## src/rtl/forward_hazard_unit.sv

```systemverilog
// Pipeline operand-forwarding select and load-use / memory-wait hazard control.
// Forward selects are combinational except while frozen on a busy data memory.
module forward_hazard_unit #(
  parameter int unsigned ADDR_W   = 3,
  parameter int unsigned NUM_SRC  = 2,
  parameter int unsigned ZERO_REG = 0,
  parameter int unsigned CNT_W    = 16
) (
  input  logic                      clk,
  input  logic                      reset,
  input  logic [NUM_SRC*ADDR_W-1:0] id_ex_src,
  input  logic [NUM_SRC-1:0]        id_ex_src_vld,
  input  logic [NUM_SRC*ADDR_W-1:0] if_id_src,
  input  logic [NUM_SRC-1:0]        if_id_src_vld,
  input  logic [ADDR_W-1:0]         id_ex_rd,
  input  logic [ADDR_W-1:0]         ex_mem_rd,
  input  logic [ADDR_W-1:0]         mem_wb_rd,
  input  logic                      id_ex_reg_write,
  input  logic                      ex_mem_reg_write,
  input  logic                      mem_wb_reg_write,
  input  logic                      id_ex_mem_read,
  input  logic                      dmem_busy,
  output logic [NUM_SRC*2-1:0]      forward,
  output logic                      stall,
  output logic                      flush_ex,
  output logic                      freeze,
  output logic [CNT_W-1:0]          stall_count
);

  localparam int unsigned FWD_W = NUM_SRC * 2;

  typedef enum logic [1:0] {
    ST_RUN        = 2'd0,
    ST_LOAD_STALL = 2'd1,
    ST_MEM_WAIT   = 2'd2
  } state_t;

  state_t           r_state;
  logic [CNT_W-1:0] r_count;
  logic [FWD_W-1:0] r_fwd_cap;

  logic [FWD_W-1:0] w_fwd_comb;
  logic             w_load_hazard;
  logic             w_stall;
  logic             w_freeze;

  // Address 0 can be hard-wired to zero, in which case it never aliases a producer.
  function automatic logic f_match(input logic [ADDR_W-1:0] a,
                                   input logic [ADDR_W-1:0] rd,
                                   input logic              we);
    return we && (a == rd) && !((ZERO_REG != 0) && (a == '0));
  endfunction

  always_comb begin
    w_fwd_comb    = '0;
    w_load_hazard = 1'b0;
    for (int i = 0; i < int'(NUM_SRC); i++) begin
      if (id_ex_src_vld[i] &&
          f_match(id_ex_src[i*ADDR_W +: ADDR_W], ex_mem_rd, ex_mem_reg_write))
        w_fwd_comb[i*2 +: 2] = 2'd2;
      else if (id_ex_src_vld[i] &&
               f_match(id_ex_src[i*ADDR_W +: ADDR_W], mem_wb_rd, mem_wb_reg_write))
        w_fwd_comb[i*2 +: 2] = 2'd1;
      if (id_ex_mem_read && if_id_src_vld[i] &&
          f_match(if_id_src[i*ADDR_W +: ADDR_W], id_ex_rd, id_ex_reg_write))
        w_load_hazard = 1'b1;
    end
  end

  assign w_stall  = !reset && (r_state == ST_RUN) && w_load_hazard && !dmem_busy;
  assign w_freeze = !reset && dmem_busy;

  assign stall       = w_stall;
  assign flush_ex    = w_stall;
  assign freeze      = w_freeze;
  assign stall_count = r_count;

  // Captured selects hold only while memory is still busy; the exit cycle sees live values.
  always_comb begin
    forward = w_fwd_comb;
    if (reset)
      forward = '0;
    else if ((r_state == ST_MEM_WAIT) && dmem_busy)
      forward = r_fwd_cap;
  end

  always_ff @(posedge clk) begin
    if (reset) begin
      r_state   <= ST_RUN;
      r_count   <= '0;
      r_fwd_cap <= '0;
    end else begin
      if ((w_stall || w_freeze) && (r_count != {CNT_W{1'b1}}))
        r_count <= r_count + CNT_W'(1);
      case (r_state)
        ST_RUN: begin
          if (dmem_busy) begin
            r_state   <= ST_MEM_WAIT;
            r_fwd_cap <= w_fwd_comb;
          end else if (w_load_hazard) begin
            r_state <= ST_LOAD_STALL;
          end
        end
        ST_LOAD_STALL: begin
          if (dmem_busy) begin
            r_state   <= ST_MEM_WAIT;
            r_fwd_cap <= w_fwd_comb;
          end else begin
            r_state <= ST_RUN;
          end
        end
        ST_MEM_WAIT: begin
          if (!dmem_busy)
            r_state <= ST_RUN;
        end
        default: r_state <= ST_RUN;
      endcase
    end
  end

endmodule

```

## config.mk

```make
export PLATFORM = sky130hd
export DESIGN_NAME = forward_hazard_unit
export DESIGN_NICKNAME = d
export VERILOG_FILES = /design/src/rtl/forward_hazard_unit.sv
export SDC_FILE = /design/constraint.sdc
export NUM_CORES = 1
export LEC_CHECK = 0
export ABC_CLOCK_PERIOD_IN_PS = 1800
export BUFFER_PORTS_ARGS = -buffer_cell sky130_fd_sc_hd__buf_4
export CORE_AREA = 2 2 67 69
export CTS_BUF_LIST = sky130_fd_sc_hd__clkbuf_8 sky130_fd_sc_hd__clkbuf_16
export DETAILED_ROUTE_END_ITERATION = 10
export DIE_AREA = 0 0 69 71
export GPL_TIMING_DRIVEN = 0
export PLACE_DENSITY = 0.72
export SETUP_SLACK_MARGIN = 0.4
export SLEW_MARGIN = 0
export SYNTH_ARGS = -nofsm -noshare
export SYNTH_HDL_FRONTEND = slang
export SYNTH_SLANG_ARGS = --single-unit
```

## constraint.sdc

```tcl
create_clock -name clk -period 1.8 [get_ports clk]
set_input_delay 0.18 -clock clk [delete_from_list [all_inputs] [get_ports clk]]
set_output_delay 0.18 -clock clk [all_outputs]
set_load 0.005 [all_outputs]
```

[After elaboration in Yosys (flattened, before gate mapping)]
Index checks and enable logic that the tools add are counted.
Storage, ports and cells
  logic and storage cells: 55
  input bits: 32
  output and inout bits: 23
  register bits after elaboration: 22
Cells by class
  mux-type cells: 13
  reduce and logical (&&, ||, !) cells: 27
  eq/ne operators: 11
  add/sub/neg operators: 1
Operators by type and width (count)
  $logic_and A1 B1 Y1: 20
  $eq A3 B3 Y1: 6
  $add A16 B1 Y16 const B: 1
  $ne A16 B16 Y1 const B: 1
  $mux W2: 6
  $mux W4: 2
  $pmux W2 S3: 1
  $mux W1: 4
  $reduce_and A2 Y1: 2
  $ne A3 B3 Y1 const B: 1
  $eq A2 B1 Y1 const B: 1
  $eq A2 B2 Y1 const B: 1
  $logic_not A1 Y1: 2
  $logic_not A2 Y1: 1
  $ne A2 B2 Y1 const B: 1
  $reduce_or A2 Y1: 1
  $logic_or A1 B1 Y1: 1

[Longest topological paths before layout]
Gate-level depths: netlist (run 1).
  word-level depth: 9
  gate-level depth with buffers: 8
  mapped depth without buffers: 6

[Worst setup path before layout (run 1)]
Ideal clock, no wire load.
  path kind: register to register
  start: reg r_count[0], in the netlist stall_count[0]
  end: reg r_count[15], in the netlist stall_count[15]
  library setup time: 0.123 ns
  path buffers: 0
  clock period less this slack: 1.912 ns
  setup slack: -0.112 ns
  arrival time: 1.788 ns
  cell stages (with the launch flop): 7
  required time: 1.677 ns
  cell sequence: dfxtp_1 ha_1 nand2_1 or4_4 o211ai_2 nor4_1 mux2_1
Between the ends
  word-level cells in the longest chain between the ends: 2
  elaborated cells on any way between the ends: 3
  classes of those cells: add/sub: 1; eq/ne: 1; reduce/logical: 1
RTL lines
  start, declared: line 39  | logic [CNT_W-1:0] r_count;
  start signal, assigned: line 94  | r_count <= r_count + CNT_W'(1);
  branches (longest 2 deep; another with $add A16 B1 Y16)
Several ways; the timed one is not identified.
A chain may end at the register's enable or synchronous reset.

[Worst setup path after layout (run 1)]
  start: reg r_count[4], in the netlist stall_count[4]
  end: reg r_count[15], in the netlist stall_count[15]
The elaborated chain is that of the path after synthesis.

==> run_results.csv, run 1 <==
group,metric,value,unit
status,status,"finished with violations",
status,failed_checks,"negative setup slack",
sta,drv_slew,0,
detailed_routing,top_layer,"met4",
clock_tree,clk_pin_slew,0.08,ns
synthesis,yosysWarningCount,0,
sta,worstMarginPinSlew,0.5294,ns
sta,fin_crit_sh,1.017,
clock_tree,cts_hold_buffers,0,
grt,grt_max_degree,13,
final_layout,area_growth,62.12,%
synthesis,yosysUniqueCellTypes,45,
synthesis,synthArstFlopShare,0,
clock_tree,cts_buffers,3,
floorplanning,rows,24,
detailed_routing,drt_pass1_iterations,4,
sta,rsz0062_at_grt,"yes",
pwr,power.switching,0.0002920,W
setup_path,required,1.95,ns
floorplanning,pin_count,55,
detailed_routing,wl,4.207,mm
pwr,power.total,0.001039,W
floorplanning,die_area,0.004899,sq mm
clock_tree,clk_latency,0.27,ns
floorplanning,fp.dieW,69,microns
synthesis,synth_cells,163,
pwr,power_frac_clock,0.307,
floorplanning,coreArea,0.004204,sq mm
setup_path,cp_max_fo,5,
floorplanning,initial_core_util,0.3402,
sta,setup_viol,2,
pwr,ir_drop,0.3507,mV
pwr,cellPowerDensity,448.3,mW/mm^2
setup_path,worst-path-buf-inv,0,
clock_tree,cts_htree_levels,1,
synthesis,ys_ff_latch,22,
pwr,power_frac_comb,0.223,
detailed_routing,final_antenna_net_count,0,
grt,antenna_found_initial,0,
clock_tree,cts_tree,"done",
job,maxCapViolCount,0,
synthesis,yosysSeqAreaShare,0.3080,
setup_path,cp_top_family,"simple AND/OR/NAND/NOR gates",
grt,grt_pass1_vias,1528,
sta,hold_violations,0,
synthesis,synth_area,0.001430,sq mm
setup_path,end_kind,"flip-flop",
clock_tree,cts_buffer_depth,2,
detailed_routing,wl_per_cell,14.56,microns
sta,min_period,1.831,ns
sta,fin_skew,0.008872,ns
clock_tree,clock_sinks,22,
final_layout,antenna_cells,0,
pwr,swShare,0.2810,
sta,fmaxAchievable,0.5460,GHz
detailed_routing,wl_met3,221,microns
clock_tree,cts-root-buf,"clkbuf_8",
floorplanning,die_h,71,microns
pwr,p_seq_frac,0.469,
setup_path,cp.arrival,1.99,ns
final_layout,nets,271,
final_layout,drive_gt1_frac,0.5359,
pwr,internal_power,0.0007472,W
detailed_routing,drc_errors,0,
setup_path,crit_type,"reg -> reg",
grt,grt_pass1_wl,6.934,mm
synthesis,synth-edff-count,0,
detailed_routing,drtIter0Drc,105,
pwr,p_leak,1.009,nW
final_layout,fin_util,0.5515,
sta,max_slew_margin,0.6438,
synthesis,synth_flop_cell,"dfxtp_1",
detailed_routing,wl_met2,2.239,mm
placed_design,io_buffers,53,
setup_path,crit_chain,"nand4_4, or4_4, o211ai_2, nor4_2, mux2_1",
detailed_routing,vias_per_cell,5.322,
synthesis,syn-num-nets,196,
setup_path,start_kind,"flip-flop",
synthesis,syn_area_per_cell,8.774,sq um
placed_design,hpwl,2.721,mm
setup_path,cp_slowest_stage_delay,0.60,ns
grt,grt_usage,0.1693,
detailed_routing,vias,1538,
hold_path,hold_class,"in -> reg",
grt,grt.overflow.total,0,
detailed_routing,m1WireLength,1.700,mm
sta,setup_ws,-0.03143,ns
setup_path,cp_slowest_cell,"or4_4",
placed_design,place_congestion,0.8119,
[final cells by class]
| cell class | count | area, sq um |
|---|---|---|
| Clock inverter | 1 | 3.754 |
| Timing Repair Buffer | 69 | 533.0 |
| Multi-Input combinational cell | 129 | 1120 |
| Buffer | 10 | 68.82 |
| Sequential cell | 22 | 475.5 |
| Tap cell | 52 | 65.06 |
| Clock buffer | 3 | 41.29 |
| Inverter | 3 | 11.26 |
| Fill cell | 393 | 1886 |
[cell usage in the layout (no fill, tap or decap), types with 4 or more instances in the layout]
master / netlist / layout
buf_4: 1 / 65
xor2_1: 16 / 13
mux2i_1: 12 / 12
nor2_1: 12 / 12
nand2_1: 13 / 11
dfxtp_1: 22 / 8
nand3_1: 8 / 7
nor4_2: 2 / 7
dfxtp_2: 0 / 7
dfxtp_4: 0 / 7
buf_6: 1 / 6
clkbuf_8: 0 / 4
or4_1: 4 / 4
o21ai_1: 1 / 4
a21oi_1: 5 / 4
[cells in the mapped netlist (2+ instances only)]
master     n  area (sq um)
clkbuf_1   6         22.52
o41ai_1    2         17.52
o211ai_1   3         22.52
xor2_1    16         140.1
nand2_1   13         48.80
nor2b_1    3         18.77
buf_2      2         10.01
xnor2_1    2         17.52
dfxtp_1   22         440.4
o311ai_1   3         26.28
nor2_1    12         45.04
or4_1      4         30.03
o21ai_0    4         20.02
a21oi_1    5         25.02
nand4_1    2         12.51
o2111a_1   2         22.52
o31ai_1    2         15.01
inv_1      3         11.26
nand3_1    8         40.04
nor4_1     9         56.30
o211a_1    3         30.03
nor3_1     2         10.01
nor4_2     2         25.02
mux2i_1   12         120.1
[state kept, by name (all words and copies together) (netlist names)]
signal,count
r_fwd_cap,4
stall_count,16
r_state,2
[per-layer routing]
layer  vias to the layer above  global-route usage
met1                       733              0.2040
met3                         4             0.04558
met2                        47              0.3045
met5                         -                   0
li1                        754                   -
met4                         0             0.03268
[power by group through the flow]
stage | sequential (W) | clock (W) | combinational, W
after floorplan | 0.000504 | 0 | 0.0000923
after global placement | 0.000504 | 0 | 0.000180
after detailed placement | 0.000504 | 0 | 0.000182
after CTS | 0.000488 | 0.000321 | 0.000206
after global routing | 0.000488 | 0.000344 | 0.000252
final | 0.000488 | 0.000319 | 0.000232
[stage by stage]
step	std cells	setup slack [ns]	hold slack (ns)	setup TNS, ns	area, sq um
after floorplan	163	0.06707	0.3134	0	1466
after global placement	268	-0.1483	0.4301	-0.8957	1929
after detailed placement	268	-0.1720	0.4328	-1.043	1929
after CTS	285	0.008587	0.1548	0	2185
after global routing	289	-0.08873	0.1687	-0.4760	2318
final	289	-0.03143	0.1733	-0.05032	2318
[path summary, 6_finish.rpt]
path | from | to | slack (ns) | cells after the start
worst max register to register | stall_count[4] | stall_count[15] | -0.03 | 5
worst min-delay path | id_ex_reg_write | r_state[0] | 0.17 | 2
worst max-delay path | stall_count[4] | stall_count[15] | -0.03 | 5
worst min register to register | r_state[0] | r_state[1] | 0.47 | 1
[cells by family after synthesis]
| kind of cell | share of synthesized area |
|---|---|
| flops | 0.3080 |
| fa+ha+maj | 0.008748 |
| compound gates | 0.1706 |
| mux | 0.09187 |
| xor+xnor | 0.1102 |
| buf+inv | 0.04374 |
| simple gates | 0.2669 |
[timing repair]
item	4_1_cts	5_1_grt
buffers inserted	11	4
pin swaps	14	8
endpoints found under the setup margin	22	22
cloned	2	0
endpoints found under the hold margin	0	0
gates resized for setup	32	21
Note: power is estimated with default switching activity, not from simulation.
==> inputs of run 2 (changes only) <==
--- a/config.mk
+++ b/config.mk
@@ -6,12 +6,13 @@
 export NUM_CORES = 1
 export LEC_CHECK = 0
 export ABC_CLOCK_PERIOD_IN_PS = 1800
-export BUFFER_PORTS_ARGS = -buffer_cell sky130_fd_sc_hd__buf_4
+export BUFFER_PORTS_ARGS = -buffer_cell sky130_fd_sc_hd__buf_2
 export CORE_AREA = 2 2 67 69
 export CTS_BUF_LIST = sky130_fd_sc_hd__clkbuf_8 sky130_fd_sc_hd__clkbuf_16
 export DETAILED_ROUTE_END_ITERATION = 10
 export DIE_AREA = 0 0 69 71
 export GPL_TIMING_DRIVEN = 0
+export MAX_ROUTING_LAYER = met4
 export PLACE_DENSITY = 0.72
 export SETUP_SLACK_MARGIN = 0.4
 export SLEW_MARGIN = 0
==> run_results.csv, run 2 (synthesis results as in run 1) <==
group,metric,value,unit
final_layout,largest_reg_flops,16,
final_layout,drive_gt1_frac,0.4914,
clock_tree,clock_sinks,22,
detailed_routing,m1WireLength,1.681,mm
clock_tree,cts_tree,"done",
placed_design,place_congestion,0.8189,
sta,drv_slew,0,
detailed_routing,wl_met3,194,microns
floorplanning,die_h,71,microns
setup_path,cp_max_fo,7,
sta,worstMarginPinSlew,0.5326,ns
clock_tree,cts_htree_levels,1,
pwr,ir_drop,0.3925,mV
final_layout,fin_util,0.4964,
floorplanning,fp.dieW,69,microns
floorplanning,pin_count,55,
clock_tree,cts_buffers,3,
sta,setup_viol,0,
hold_path,hp-start,"id_ex_reg_write",
hold_path,hold_class,"in -> reg",
grt,grt_pass1_vias,1358,
sta,fin_crit_sh,0.9994,
clock_tree,clk_pin_slew,0.08,ns
detailed_routing,vias_per_cell,5.225,
grt,grt_pass1_wl,6.037,mm
final_layout,final_common_cell,"buf_2",
detailed_routing,vias,1484,
detailed_routing,wl_per_cell,13.09,microns
detailed_routing,drt_pass1_iterations,5,
sta,rsz0062_at_grt,"yes",
final_layout,area_growth,45.93,%
sta,hold_violations,0,
grt,grt_usage,0.1503,
clock_tree,cts_hold_buffers,0,
detailed_routing,final_antenna_net_count,0,
setup_path,crit_type,"reg -> reg",
sta,min_period,1.799,ns
placed_design,io_buffers,53,
clock_tree,cts_buffer_depth,2,
final_layout,antenna_cells,0,
detailed_routing,drc_errors,0,
setup_path,r2r_start,"stall_count[0]",
final_layout,fillers,432,
setup_path,start_kind,"flip-flop",
clock_tree,cts-root-buf,"clkbuf_8",
detailed_routing,top_layer,"met4",
placed_design,hpwl,2.708,mm
sta,fin_skew,0.004038,ns
setup_path,cp-startpoint,"stall_count[0]",
grt,antenna_found_initial,0,
detailed_routing,wl,3.718,mm
pwr,power.total,0.0009796,W
floorplanning,rows,24,
pwr,cellPowerDensity,469.4,mW/mm^2
setup_path,cp.arrival,1.94,ns
job,maxCapViolCount,0,
grt,grt_max_degree,13,
sta,max_slew_margin,0.6417,
floorplanning,initial_core_util,0.3402,
floorplanning,die_area,0.004899,sq mm
grt,grt.overflow.total,0,
detailed_routing,wl_met2,1.836,mm
sta,setup_tns,0,ns
status,status,"completed",
sta,fmaxAchievable,0.5559,GHz
clock_tree,clk_latency,0.26,ns
detailed_routing,drtIter0Drc,68,
final_layout,final_cell_mix,"53 x buf_2, 16 x xor2_1, 12 x mux2i_1, 12 x nor2_1, 12 x buf_4",
sta,holdWs,0.1738,ns
setup_path,end_kind,"flip-flop",
floorplanning,coreArea,0.004204,sq mm
setup_path,required,1.94,ns
pwr,p_leak,0.9586,nW
final_layout,nets,266,
==> run 2: cell types whose count changed in the layout (fill, tap and decap cells not counted), sizes merged <==
| cell | previous run | this run |
|---|---|---|
| buf | 73 | 70 |
| clkbuf | 9 | 8 |
| o21ai | 7 | 6 |
==> run 2: stage by stage <==
step | cell area [sq um] | std cells | setup WS [ns]
floorplan | 1466 | 163 | 0.06707
global placement | 1797 | 268 | -0.1402
detailed placement | 1797 | 268 | -0.1770
CTS | 1913 | 276 | -0.02224
global route | 2087 | 284 | -0.06685
finish | 2087 | 284 | 0.001059
==> run 2: power breakdown <==
group | switching [W] | internal, W | total [W] | leakage, nW
logic | 0.000106 | 0.0000831 | 0.000189 | 0.748
clock network | 0.000154 | 0.000152 | 0.000306 | 0.0231
registers | 0.00000645 | 0.000479 | 0.000485 | 0.187
==> run 2: final timing paths <==
| path | endpoint | cells past startpoint | slack (ns) |
|---|---|---|---|
| hold / removal | r_state[0] | 2 | 0.17 |
| hold reg to reg | stall_count[8] | 1 | 0.48 |
| setup / recovery | stall_count[6] | 7 | 0.001 |
| setup reg to reg | stall_count[6] | 7 | 0.001 |
==> run 2: worst max-delay path, cell delays in order (launching register included) <==
cell and delay (ns):
dfxtp_4 0.39, ha_4 0.16, nand2_4 0.06, or4_4 0.46, o21ai_4 0.27, buf_4 0.16
nor4_1 0.05, mux2i_1 0.12
==> run 2: repair_timing <==
item	4_1_cts	5_1_grt
gates resized for setup	12	35
pin swaps	6	13
setup endpoints to repair	22	22
cloned	0	1
buffers inserted	4	7
==> run 2: cell type report <==
type | instances | area (sq um) | area share
timing repair buffer | 65 | 367.9 | 0.1763
tap | 52 | 65.06 | 0.03118
inverter | 3 | 11.26 | 0.005396
clock inverter | 1 | 3.754 | 0.001799
multi-input combinational | 128 | 1052 | 0.5042
sequential | 22 | 480.5 | 0.2302
clock buffer | 3 | 41.29 | 0.01978
buffer | 10 | 65.06 | 0.03118
==> run 2: routing by layer <==
metal	vias to the layer above	track usage
li1	746	-
met1	685	0.1923
met2	51	0.2468
met3	2	0.03704
met4	0	0.02179
met5	-	-
==> inputs of run 3 (changes only) <==
--- a/config.mk
+++ b/config.mk
@@ -5,15 +5,16 @@
 export SDC_FILE = /design/constraint.sdc
 export NUM_CORES = 1
 export LEC_CHECK = 0
+export ABC_AREA = 1
 export ABC_CLOCK_PERIOD_IN_PS = 1800
 export BUFFER_PORTS_ARGS = -buffer_cell sky130_fd_sc_hd__buf_2
-export CORE_AREA = 2 2 67 69
+export CORE_AREA = 2 2 70 72
 export CTS_BUF_LIST = sky130_fd_sc_hd__clkbuf_8 sky130_fd_sc_hd__clkbuf_16
 export DETAILED_ROUTE_END_ITERATION = 10
-export DIE_AREA = 0 0 69 71
+export DIE_AREA = 0 0 72 74
 export GPL_TIMING_DRIVEN = 0
 export MAX_ROUTING_LAYER = met4
-export PLACE_DENSITY = 0.72
+export PLACE_DENSITY = 0.71
 export SETUP_SLACK_MARGIN = 0.4
 export SLEW_MARGIN = 0
 export SYNTH_ARGS = -nofsm -noshare
==> run_results.csv, run 3 <==
group,metric,value,unit
final_layout,largest_reg_flops,16,
final_layout,stdcell_area,0.002301,sq mm
synthesis,yosysWarningCount,0,
grt,grt_usage,0.1643,
floorplanning,initial_core_util,0.3442,
clock_tree,cts_buffer_depth,2,
setup_path,end_kind,"flip-flop",
synthesis,yosys-top-cells-count,"66 x nand2_1, 29 x inv_1, 26 x nand3_1, 22 x dfxtp_1, 19 x nor2_1",
synthesis,synth_cells,247,
job,maxCapViolCount,0,
setup_path,crit_type,"reg -> reg",
sta,setup_viol,0,
synthesis,yosysUniqueCellTypes,32,
sta,setup_ws,0.3289,ns
placed_design,hpwl,3.112,mm
setup_path,cp_max_fo,5,
setup_path,critPathMostFrequentCell,"nand2_4",
pwr,p_leak,1.133,nW
sta,fin_crit_sh,0.8173,
clock_tree,cts_hold_buffers,0,
sta,min_period,1.471,ns
grt,grt_pass1_wl,6.844,mm
detailed_routing,drt_pass1_iterations,4,
setup_path,r2r_start,"stall_count[8]",
clock_tree,cts_tree,"done",
setup_path,crit_chain,"inv_4, nor3_4, nand2_2, nor2_4, nand2_4, nand2_4, clkbuf_16, nand2_1, a21oi_2",
hold_path,hp-start,"reset",
clock_tree,cts_htree_levels,1,
synthesis,yosysMostFrequentCell,"nand2_1",
detailed_routing,final_antenna_net_count,0,
pwr,cellPowerDensity,457.2,mW/mm^2
placed_design,place_congestion,0.8721,
grt,grt_pass1_vias,1660,
floorplanning,die_area,0.005328,sq mm
setup_path,cp.arrival,1.67,ns
setup_path,required,2.00,ns
final_layout,final_common_cell,"nand2_1",
setup_path,cp_slowest_cell,"dfxtp_4",
grt,grt_max_degree,13,
synthesis,synth_area,0.001583,sq mm
clock_tree,cts-root-buf,"clkbuf_8",
clock_tree,clk_pin_slew,0.08,ns
final_layout,drive_gt1_frac,0.4198,
synthesis,synthArstFlopShare,0,
setup_path,cp_slowest_stage_delay,0.40,ns
floorplanning,rows,25,
detailed_routing,wl,4.529,mm
sta,drv_slew,0,
sta,fmaxAchievable,0.6798,GHz
detailed_routing,wl_per_cell,11.98,microns
floorplanning,fp.dieW,72,microns
final_layout,fin_util,0.5004,
sta,hold_violations,0,
placed_design,placed_area,0.001957,sq mm
detailed_routing,drtIter0Drc,78,
synthesis,ys_ff_latch,22,
pwr,ir_drop,0.2347,mV
grt,grt.overflow.total,0,
final_layout,final_cell_mix,"58 x nand2_1, 54 x buf_2, 29 x inv_1, 25 x nand3_1, 19 x buf_4",
hold_path,whs_endpoint,"stall_count[8]",
final_layout,antenna_cells,0,
clock_tree,cts_buffers,3,
detailed_routing,drc_errors,0,
final_layout,nets,358,
hold_path,hold_class,"in -> reg",
status,status,"completed",
sta,rsz0062_at_grt,"yes",
final_layout,regArea,467.9,sq um
setup_path,reg2reg_slack,0.33,ns
sta,worstMarginPinSlew,0.7537,ns
sta,fin_skew,0.003281,ns
hold_path,whs_path_depth,2,
clock_tree,clk_latency,0.27,ns
synthesis,synth_flop_cell,"dfxtp_1",
sta,max_slew_margin,0.4975,
synthesis,synth.area.top_cells,"dfxtp_1 28%, nand2_1 16%, nand3_1 8.2%, inv_1 6.9%, a21oi_2 5.5%",
detailed_routing,vias,1875,
final_layout,area_growth,45.38,%
sta,setup_tns,0,ns
setup_path,rr_worst_depth,9,
placed_design,io_buffers,53,
setup_path,r2r_end,"stall_count[2]",
synthesis,syn-num-nets,280,
floorplanning,die_h,74,microns
synthesis,synth_top_area_cell,"dfxtp_1",
synthesis,synth-edff-count,0,
floorplanning,pin_count,55,
synthesis,syn_area_per_cell,6.408,sq um
grt,antenna_found_initial,0,
clock_tree,clock_sinks,22,
floorplanning,coreArea,0.004598,sq mm
synthesis,yosysSeqAreaShare,0.2783,
detailed_routing,vias_per_cell,4.960,
synthesis,synth_top_area_frac,0.2783,
setup_path,start_kind,"flip-flop",
placed_design,pre_cts_ws,0.2163,ns
final_layout,fillers,449,
final_layout,multi_input_area,0.001089,sq mm
-- run 3: cell types whose count changed in the layout (fill, tap and decap cells not counted), moves of 5 or more --
cell,change
a21oi_1,+8
a21oi_2,+14
buf_4,+7
inv_1,+26
mux2i_1,-12
nand2_1,+47
nand2_4,+7
nand3_1,+18
nor2_1,+5
nor4_2,-6
xor2_1,-6
-- run 3: layout make-up --
cell class / instances / area share
plain buffers: 6 / 0.02175
clock buffers: 4 / 0.02393
inverters: 35 / 0.05873
multi-input cells: 184 / 0.4731
flip-flops and latches: 22 / 0.2034
well taps: 54 / 0.02936
repair buffers: 73 / 0.1898
-- run 3: power breakdown --
group | leakage (nW) | total (W) | switching, W | internal (W)
registers | 0.186 | 0.000498 | 0.00000800 | 0.000490
clock network | 0.0288 | 0.000364 | 0.000168 | 0.000195
logic | 0.919 | 0.000190 | 0.000105 | 0.0000847
-- run 3: through the flow --
step	hold WS [ns]	total power, W	std cells
after detailed placement	0.4738	0.0006790	354
after CTS	0.1914	0.001054	370
final	0.1823	0.001052	378
after global placement	0.4734	0.0006733	354
after floorplan	0.4118	0.0006071	247
after global routing	0.1822	0.001101	378
-- run 3: kinds of logic (layout without fill, tap and decap cells) --
kind of cell / after synthesis / count (layout) / share of synthesized area
AOI/OAI and AO/OA: 45 / 45 / 0.1786
xor gates and xnor gates: 11 / 11 / 0.06087
adders and majority gates: 1 / 1 / 0.007904
buffers and inverters: 41 / 118 / 0.1075
DFF: 22 / 22 / 0.2783
and+or+nand+nor: 127 / 127 / 0.3668
-- run 3: how the worst max path moves through the flow --
stage,from,end,depth (start not counted)
2_1_floorplan,stall_count[0],stall_count[2],10
6_report,stall_count[8],stall_count[2],9
3_3_place_gp,stall_count[6],stall_count[1],9
3_5_place_dp,stall_count[6],stall_count[3],9
5_1_grt,stall_count[5],stall_count[11],9
4_1_cts,stall_count[0],stall_count[1],10
-- run 3: critical path, delay by kind of cell (launching register included) --
family          cells  cell delay (ns)
compound gates      1             0.10
flops               1             0.40
simple gates        6             0.68
buf+inv             2             0.20
-- run 3: timing repair --
item,4_1_cts,5_1_grt
resized for setup,8,34
endpoints found under the setup margin,20,21
pin swaps,3,15
buffers inserted,12,7
cloned,0,1
-- run 3: per-layer routing --
layer	wire length [microns]	vias up	global-route usage
met5	0	-	-
met1	1907	859	0.1861
met3	237	6	0.03523
met2	2325	52	0.2973
li1	-	958	-
met4	59	0	0.03774
